`config.mk`:
```
export PLATFORM = sky130hd
export DESIGN_NAME = stream_mux_nto1
export DESIGN_NICKNAME = d
export VERILOG_FILES = /design/src/rtl/stream_mux_nto1.sv
export SDC_FILE = /design/constraint.sdc
export NUM_CORES = 1
export LEC_CHECK = 0
export CAP_MARGIN = 0
export CORE_UTILIZATION = 55
export CTS_CLUSTER_SIZE = 16
export DETAILED_ROUTE_END_ITERATION = 6
export DONT_BUFFER_PORTS = 1
export PLACE_DENSITY = 0.79
export RECOVER_POWER = 100
export SYNTH_ARGS = -nofsm -noshare
export SYNTH_HDL_FRONTEND = slang
export SYNTH_SLANG_ARGS = --single-unit
```
`constraint.sdc`:
```
create_clock -name clk_i -period 3.7 [get_ports clk_i]
set_input_delay 0.555 -clock clk_i [delete_from_list [all_inputs] [get_ports clk_i]]
set_output_delay 0.555 -clock clk_i [all_outputs]
set_load 0.1 [all_outputs]
```
`src/rtl/stream_mux_nto1.sv`:
```
// N-to-1 valid/ready stream multiplexer with a registered output stage, fixed-select or round-robin grant.
// Optional packet locking on last_i/last_o is enabled by defining STREAM_MUX_NTO1_LAST_EN.
module stream_mux_nto1 #(
    parameter int BIT_WIDTH = 8,
    parameter int NUM_CH    = 4,
    parameter int SEL_W     = $clog2(NUM_CH)
) (
    input  logic                        clk_i,
    input  logic                        rst_i,
    input  logic                        mode_i,
    input  logic [SEL_W-1:0]            sel_i,
    input  logic [NUM_CH-1:0]           valid_i,
    input  logic [NUM_CH*BIT_WIDTH-1:0] data_i,
`ifdef STREAM_MUX_NTO1_LAST_EN
    input  logic [NUM_CH-1:0]           last_i,
    output logic                        last_o,
`endif
    output logic [NUM_CH-1:0]           ready_o,
    output logic                        valid_o,
    output logic [BIT_WIDTH-1:0]        data_o,
    output logic [SEL_W-1:0]            ch_o,
    input  logic                        ready_i
);

    localparam logic [SEL_W:0]   CH_CNT  = (SEL_W+1)'(NUM_CH);
    localparam logic [SEL_W-1:0] LAST_CH = SEL_W'(NUM_CH - 1);

    logic [SEL_W-1:0]     rr_ptr_r;
    logic                 valid_r;
    logic [BIT_WIDTH-1:0] data_r;
    logic [SEL_W-1:0]     ch_r;

    logic [NUM_CH-1:0]    rot_s;
    logic [SEL_W-1:0]     rr_off_s;
    logic [SEL_W:0]       rr_sum_s;
    logic [SEL_W-1:0]     rr_cand_s;
    logic [SEL_W-1:0]     cand_s;
    logic                 grant_valid_s;
    logic [BIT_WIDTH-1:0] sel_data_s;
    logic                 load_s;
    logic                 xfer_s;
    logic [SEL_W-1:0]     rr_next_s;

`ifdef STREAM_MUX_NTO1_LAST_EN
    logic                 lock_r;
    logic [SEL_W-1:0]     lock_ch_r;
    logic                 last_r;
    logic                 sel_last_s;
`endif

    // Round-robin search: rotate valids so rr_ptr sits at bit 0, find the lowest set bit, rotate back.
    always_comb begin
        rot_s    = NUM_CH'({valid_i, valid_i} >> rr_ptr_r);
        rr_off_s = {SEL_W{1'b0}};
        for (int k = NUM_CH - 1; k >= 0; k--) begin
            rr_off_s = rot_s[k] ? SEL_W'(k) : rr_off_s;
        end
        rr_sum_s  = {1'b0, rr_ptr_r} + {1'b0, rr_off_s};
        rr_cand_s = (rr_sum_s >= CH_CNT) ? SEL_W'(rr_sum_s - CH_CNT) : rr_sum_s[SEL_W-1:0];
    end

    // Candidate channel: an open packet overrides both mode and select.
    always_comb begin
`ifdef STREAM_MUX_NTO1_LAST_EN
        if (lock_r) begin
            cand_s = lock_ch_r;
        end else if (mode_i) begin
            cand_s = rr_cand_s;
        end else begin
            cand_s = sel_i;
        end
`else
        if (mode_i) begin
            cand_s = rr_cand_s;
        end else begin
            cand_s = sel_i;
        end
`endif
    end

    // Grant qualification and payload mux; an out-of-range candidate matches no channel.
    always_comb begin
        grant_valid_s = 1'b0;
        sel_data_s    = {BIT_WIDTH{1'b0}};
`ifdef STREAM_MUX_NTO1_LAST_EN
        sel_last_s    = 1'b0;
`endif
        for (int k = 0; k < NUM_CH; k++) begin
            grant_valid_s = grant_valid_s | ((cand_s == SEL_W'(k)) & valid_i[k]);
            sel_data_s    = sel_data_s | ({BIT_WIDTH{cand_s == SEL_W'(k)}} & data_i[k*BIT_WIDTH +: BIT_WIDTH]);
`ifdef STREAM_MUX_NTO1_LAST_EN
            sel_last_s    = sel_last_s | ((cand_s == SEL_W'(k)) & last_i[k]);
`endif
        end
    end

    assign load_s    = !valid_r || ready_i;
    assign xfer_s    = load_s && grant_valid_s;
    assign rr_next_s = (cand_s == LAST_CH) ? {SEL_W{1'b0}} : cand_s + SEL_W'(1);

    // Per-channel ready: only the granted channel sees ready, never during reset.
    always_comb begin
        ready_o = {NUM_CH{1'b0}};
        for (int k = 0; k < NUM_CH; k++) begin
            ready_o[k] = xfer_s && (cand_s == SEL_W'(k)) && !rst_i;
        end
    end

    // Output beat register: replace on transfer, drain to empty when nothing is granted.
    always_ff @(posedge clk_i or posedge rst_i) begin
        if (rst_i) begin
            valid_r <= 1'b0;
            data_r  <= {BIT_WIDTH{1'b0}};
            ch_r    <= {SEL_W{1'b0}};
`ifdef STREAM_MUX_NTO1_LAST_EN
            last_r  <= 1'b0;
`endif
        end else if (load_s) begin
            if (grant_valid_s) begin
                valid_r <= 1'b1;
                data_r  <= sel_data_s;
                ch_r    <= cand_s;
`ifdef STREAM_MUX_NTO1_LAST_EN
                last_r  <= sel_last_s;
`endif
            end else begin
                valid_r <= 1'b0;
            end
        end
    end

    // Arbitration state: pointer moves past the served channel once its beat (or packet) completes.
    always_ff @(posedge clk_i or posedge rst_i) begin
        if (rst_i) begin
            rr_ptr_r  <= {SEL_W{1'b0}};
`ifdef STREAM_MUX_NTO1_LAST_EN
            lock_r    <= 1'b0;
            lock_ch_r <= {SEL_W{1'b0}};
`endif
        end else if (xfer_s) begin
`ifdef STREAM_MUX_NTO1_LAST_EN
            if (sel_last_s) begin
                rr_ptr_r <= rr_next_s;
                lock_r   <= 1'b0;
            end else begin
                lock_r    <= 1'b1;
                lock_ch_r <= cand_s;
            end
`else
            rr_ptr_r <= rr_next_s;
`endif
        end
    end

    assign valid_o = valid_r;
    assign data_o  = data_r;
    assign ch_o    = ch_r;
`ifdef STREAM_MUX_NTO1_LAST_EN
    assign last_o  = last_r;
`endif

endmodule
```
* Yosys cells after proc, flatten, opt, wreduce, memory -nomap -nowiden
Index checks and enable logic that the tools add are counted.
Word-level totals: bits in registers 13, input bits 42, output and inout bits 15
Operators by class: add/subtract/negate cells 3, magnitude comparators 1, equal/unequal tests 3, shifts and indexed selects 1, muxes and demuxes 8, bitwise gates (word level) 14, reduce and logical (&&, ||, !) cells 14
Operators with widths (number):
- AND 8 bit | 4
- OR 8 bit | 3
- two-way mux 2 bit | 7
- logical AND 1 bit | 9
- right shift 8 x 2 -> 4 bit | 1
- AND 1 bit | 4
- equality test 2 bit, second input constant | 2
- adder 2 x 2 -> 3 bit | 1
- greater-or-equal comparator 3 bit, second input constant | 1
- OR 1 bit | 3
- adder 2 x 1 -> 2 bit, second input constant | 1
- equality test 2 x 1 -> 1 bit, second input constant | 1
- zero test 1 bit | 2
- zero test 2 bit | 1
- AND reduction 2 bit | 1
- subtractor 2 x 1 -> 2 bit, second input constant | 1
- logical OR 1 bit | 1
- two-way mux 1 bit | 1

* Logic depth before layout (Yosys ltp)
word-level depth 17, mapped depth 18, gate-level depth less buffers 16

* Worst setup path before layout
OpenSTA, ideal clock, no wires.
kind input-to-output, start input port valid_i[0], end output port ready_o[0], arrival time 3.689 ns, data required time 3.145 ns, path slack -0.544 ns, stages 15, buffers on the path 2, cell sequence inv_1 o21ai_1 a21oi_1 o32a_1 ha_1 xnor2_1 and2_1 a211o_1 inv_1 ha_1 clkbuf_1 a221oi_2 nor2_2 buf_2 and3_1
On the way: word-level cells in the longest chain between the ends 17
Ends and longest elaborated chain:
- from (decl) | line 12 | input logic [NUM_CH-1:0] valid_i,
- right shift 8 x 2 -> 4 bit (*) | line 53 | rot_s = NUM_CH'({valid_i, valid_i} >> rr_ptr_r);
- two-way mux 2 bit (3 in a row) | line 56 | rr_off_s = rot_s[k] ? SEL_W'(k) : rr_off_s;
- two-way mux 2 bit (*) | line 56
- adder 2 x 2 -> 3 bit (*) | line 58 | rr_sum_s = {1'b0, rr_ptr_r} + {1'b0, rr_off_s};
- greater-or-equal comparator 3 bit or subtractor 2 x 1 -> 2 bit (tied branches) | line 59 | rr_cand_s = (rr_sum_s >= CH_CNT) ? SEL_W'(rr_sum_s - CH_CNT) : rr_sum_s[SEL_W-1:0];
- two-way mux 2 bit (*) | line 59
- two-way mux 2 bit (*) | line 73 | if (mode_i) begin
- via cand_s[1] | line 37 | logic [SEL_W-1:0] cand_s;
- equality test 2 x 1 -> 1 bit or zero test 2 bit (tied branches) | line 89, 105
- AND 1 bit | line 89 | grant_valid_s = grant_valid_s | ((cand_s == SEL_W'(k)) & valid_i[k]);
- OR 1 bit (3 in a row) | line 89
- logical AND 1 bit | line 98 | assign xfer_s = load_s && grant_valid_s;
- logical AND 1 bit (*) (2 in a row) | line 105 | ready_o[k] = xfer_s && (cand_s == SEL_W'(k)) && !rst_i;
- to (decl) | line 18 | output logic [NUM_CH-1:0] ready_o,
The timed path passes the listed nets; every way through them passes the cells marked *.

* Final worst setup path
start register rr_ptr_r[1], end register valid_r, in the netlist valid_o
On the way: word-level cells in the longest chain between the ends 15
Ends and longest elaborated chain:
- from (decl) | line 28 | logic [SEL_W-1:0] rr_ptr_r;
- from (signal assigned) | line 135 | rr_ptr_r <= {SEL_W{1'b0}};
- from (signal assigned) | line 150 | rr_ptr_r <= rr_next_s;
- right shift 8 x 2 -> 4 bit | line 53
- two-way mux 2 bit (4 in a row) | line 56
- adder 2 x 2 -> 3 bit (*) | line 58
- greater-or-equal comparator 3 bit or subtractor 2 x 1 -> 2 bit (tied branches) | line 59
- two-way mux 2 bit (*) | line 59
- two-way mux 2 bit (*) | line 73
- via cand_s[1] | line 37
- equality test 2 x 1 -> 1 bit or zero test 2 bit (tied branches) | line 89
- AND 1 bit | line 89
- OR 1 bit (2 in a row) | line 89
- OR 1 bit (*) | line 89
- two-way mux 1 bit (*) | line 119 | if (grant_valid_s) begin
- to (signal assigned) | line 112 | valid_r <= 1'b0;
- to (signal assigned) | line 120 | valid_r <= 1'b1;
- to (signal assigned) | line 127 | valid_r <= 1'b0;
- to (decl) | line 29 | logic valid_r;
Marks and branches as above. A chain may end at the register's enable or synchronous reset.

==> results list <==
- The via count of the first global-routing pass is 1,011.
- The number of pins with negative max-slew slack in the final report is 0.
* Leading cell types by total area after synthesis: sky130_fd_sc_hd__dfrtp_1, sky130_fd_sc_hd__a22oi_1, sky130_fd_sc_hd__ha_1
- Maximum number of pins on one net before global-route repair: 18
* Number of clock sinks: 13
* Part of the cycle the worst path needs: 105%
* Total via count after detailed routing: 959
* Clk_skew: 0.00874 ns
* IO Count: 57
- Post-synthesis sequential area ratio: 35.1%
* CTS clk-pin slew, worst paths: around 0.080 ns
- Counting distinct cell types in the post-synthesis netlist gives 31.
- Area share of the leading cell type in the synthesized netlist: 35.1%
- Via count normalized by instance count: 6.52
- TritonCTS built the clock tree.
- Data on the critical path is required at its endpoint by 3.91 ns.
- Number of warnings reported in the yosys synthesis log: 0
* Fraction of synthesis flops using an asynchronous set or reset pin: 100%
* Number of buffers on the longest clock path: 2
- Post-route worst setup slack: -0.177 ns
- Summed over all failing endpoints, the final setup total negative slack is -0.791 ns.
- H-tree levels: 1
- Class of the tightest hold or removal check: input pin to async pin
- For the worst setup path, the data arrival time is slightly above 4 ns.
- Setup violations remaining at the end of the flow were counted as 5.
* CTS Hold Buffers Added: 0
- Effective utilization at floorplan: 60.1%
- Each instance of the synthesized netlist takes up on average 8.90 sq um.
- Number of synthesized flops with an enable pin: 0
- Summed over all instances, the cell type with the most area after synthesis is sky130_fd_sc_hd__dfrtp_1.
- Clock latency of the later-clocked register in the worst-skew pair: 0.27 ns
* Critical path type: flip-flop to flip-flop
- Layout overhead on the synthesized area: 38.4%
* Port Buffers: 0
- DR WL/cell: 19.0 microns
- For the pin with the worst max-slew slack, the measured transition is 1.20 ns.
- The floorplan step defined a die boundary enclosing 1850 sq um.
- Slew margin rel.: 20.3%
- Inserted Diodes: 0
- In the synthesized netlist the dominant register cell turns out to be sky130_fd_sc_hd__dfrtp_1.
* Total routed wirelength: 2790 microns
- Global routing consumed, on the met2 layer, a little under three fifths of the routing resources.
* Pre-CTS setup slack: -0.211 ns
- Residual overflow from global routing: 0
* All-layer global routing usage: between 30% and 40%
* Core region area: 1540 sq um
- Cell area after technology mapping: 926 sq um
- At the end of routability-driven placement, the weighted congestion stood at 0.868.
- Across the run, the number of max-cap violations was 0.
- Most heavily used metal layer in global routing: met2
* Leading cell type in the layout, fill and taps excluded: sky130_fd_sc_hd__buf_4
- The number of antenna violations at the first check in global routing was 0.
* RSZ-0062 raised after global routing: true
- Row count: 14
* Final nets: 179
- Syn Inst Count: about 100
- Final Hold Viols: 0
- Top library cells by usage in the layout, fill and taps aside: sky130_fd_sc_hd__buf_4, sky130_fd_sc_hd__a22oi_1, sky130_fd_sc_hd__nor2_1
- The cell sitting at the root of the clock tree is a sky130_fd_sc_hd__clkbuf_4.
* Initial detailed-routing violation count: 16
* Grt met3 use: 9.79%
- In the global route stage, met1 resource usage came out at 32.8%.
* Max Clk Rate: 258 MHz
- TritonCTS created 3 clock buffers.
* ANT nets after route: 0
* Maximum fanout count along the critical path: 4
- Detailed placement ended at an HPWL of 1860 microns.
* Number of nets in the synthesized netlist: 151
- The worst setup path is launched from a flip-flop.
- The floorplan step set the die height to 43.0 microns.
- Violations in the final reports: negative setup slack
- Category of the worst setup path capture point: flip-flop
- In the routed design, unresolved DRC markers number 0.
- Fraction of final layout cells with drive strength greater than 1: 35.9%
* Seq cells post-synth: 13
* DRT Pass-1 Iters: 4
* Count of fill cells added during filler insertion: between 90 and 100
- Period minus WS final: 3.88 ns
- Die X-Extent: about 43 microns
* First-pass GRT wire length: 4160 microns
* Status: finished, violations left
==> what timing repair did <==
item	4_1_cts	5_1_grt
gates resized for setup	9	3
endpoints found under the setup margin	4	5
setup buffers	15	1
pin swaps	12	3
==> final timing paths <==
check,end,cells past startpoint,slack (ns),start
hold reg to reg,rr_ptr_r[1],2,0.71,rr_ptr_r[1]
hold / removal,data_o[7],1,0.23,rst_i
min in group clk_i,valid_o,2,0.51,ready_i
max in group asynchronous,data_o[6],1,3.08,rst_i
setup / recovery,valid_o,24,-0.18,rr_ptr_r[1]
setup reg to reg,valid_o,24,-0.18,rr_ptr_r[1]
==> flip-flops by register name, indices dropped and copies added (netlist names) <==
register	flops
rr_ptr_r	2
data_o	8
valid_o	1
ch_o	2
==> per-stage QoR <==
| stage | instances | area, sq um | utilization [%] | hold WS, ns |
|---|---|---|---|---|
| after floorplan | 104 | 942 | - | 0.456 |
| after global placement | 127 | 1080 | 69.9 | 0.516 |
| after detailed placement | 127 | 1080 | 69.9 | 0.531 |
| after CTS | 146 | 1250 | 81.3 | 0.232 |
| after global routing | 147 | 1280 | 83.1 | 0.283 |
| final | 147 | 1280 | 83.1 | 0.227 |
==> logic make-up after synthesis <==
| family | synth area share [%] |
|---|---|
| compound gates | 31.6 |
| xor+xnor | 0.946 |
| flops | 35.1 |
| simple gates | 15.7 |
| fa+ha+maj | 6.76 |
| buf+inv | 5.95 |
| mux | 3.92 |
==> routing by layer <==
layer	part of all wire, %	routed length (microns)
met3	5.4	151
met4	2.1	60
met5	0	0
met1	39	1090
met2	53	1490
==> cell usage after synthesis, types with 2 or more instances <==
cell / n
sky130_fd_sc_hd__dfrtp_1: 13
sky130_fd_sc_hd__a31oi_1: 8
sky130_fd_sc_hd__o21ai_0: 2
sky130_fd_sc_hd__ha_1: 5
sky130_fd_sc_hd__nand2_1: 3
sky130_fd_sc_hd__a22o_1: 2
sky130_fd_sc_hd__o21ai_1: 2
sky130_fd_sc_hd__and3_1: 4
sky130_fd_sc_hd__buf_2: 4
sky130_fd_sc_hd__a22oi_1: 16
sky130_fd_sc_hd__nor2_1: 14
sky130_fd_sc_hd__or2_1: 2
sky130_fd_sc_hd__inv_1: 6
sky130_fd_sc_hd__nand2b_1: 2
sky130_fd_sc_hd__a21oi_1: 2
sky130_fd_sc_hd__nor2b_1: 3
sky130_fd_sc_hd__clkbuf_1: 2
==> cell type report <==
class                   instances  area (sq um)  share of cell area [%]
repair buffers                 30           272                    21.2
flip-flops and latches         13           325                    25.4
multi-input cells              78           616                    48.0
inverters                       6          22.5                    1.76
clock buffers                   4          26.3                    2.05
well taps                      16          20.0                    1.56
==> critical path, cell delays in order, from the launching register on <==
cell and delay, ns:
sky130_fd_sc_hd__dfrtp_1 0.40, sky130_fd_sc_hd__o21ai_1 0.15, sky130_fd_sc_hd__a21oi_1 0.09, sky130_fd_sc_hd__o32a_1 0.29, sky130_fd_sc_hd__ha_2 0.19, sky130_fd_sc_hd__xnor2_2 0.14, sky130_fd_sc_hd__nand2b_4 0.15, sky130_fd_sc_hd__a221oi_4 0.21
sky130_fd_sc_hd__a211o_1 0.22, sky130_fd_sc_hd__ha_2 0.22, sky130_fd_sc_hd__a22o_1 0.19, sky130_fd_sc_hd__a221oi_2 0.06, sky130_fd_sc_hd__buf_4 0.14, sky130_fd_sc_hd__buf_4 0.12, sky130_fd_sc_hd__buf_4 0.12, sky130_fd_sc_hd__buf_4 0.12
sky130_fd_sc_hd__buf_4 0.12, sky130_fd_sc_hd__buf_4 0.12, sky130_fd_sc_hd__buf_4 0.12, sky130_fd_sc_hd__buf_4 0.12, sky130_fd_sc_hd__buf_4 0.12, sky130_fd_sc_hd__buf_4 0.12, sky130_fd_sc_hd__buf_4 0.12, sky130_fd_sc_hd__buf_4 0.12
sky130_fd_sc_hd__nand2b_1 0.05
Power is left out: the tool's default activity adds up to more than one toggle a clock period on the data nets, which glitch-free logic cannot reach.
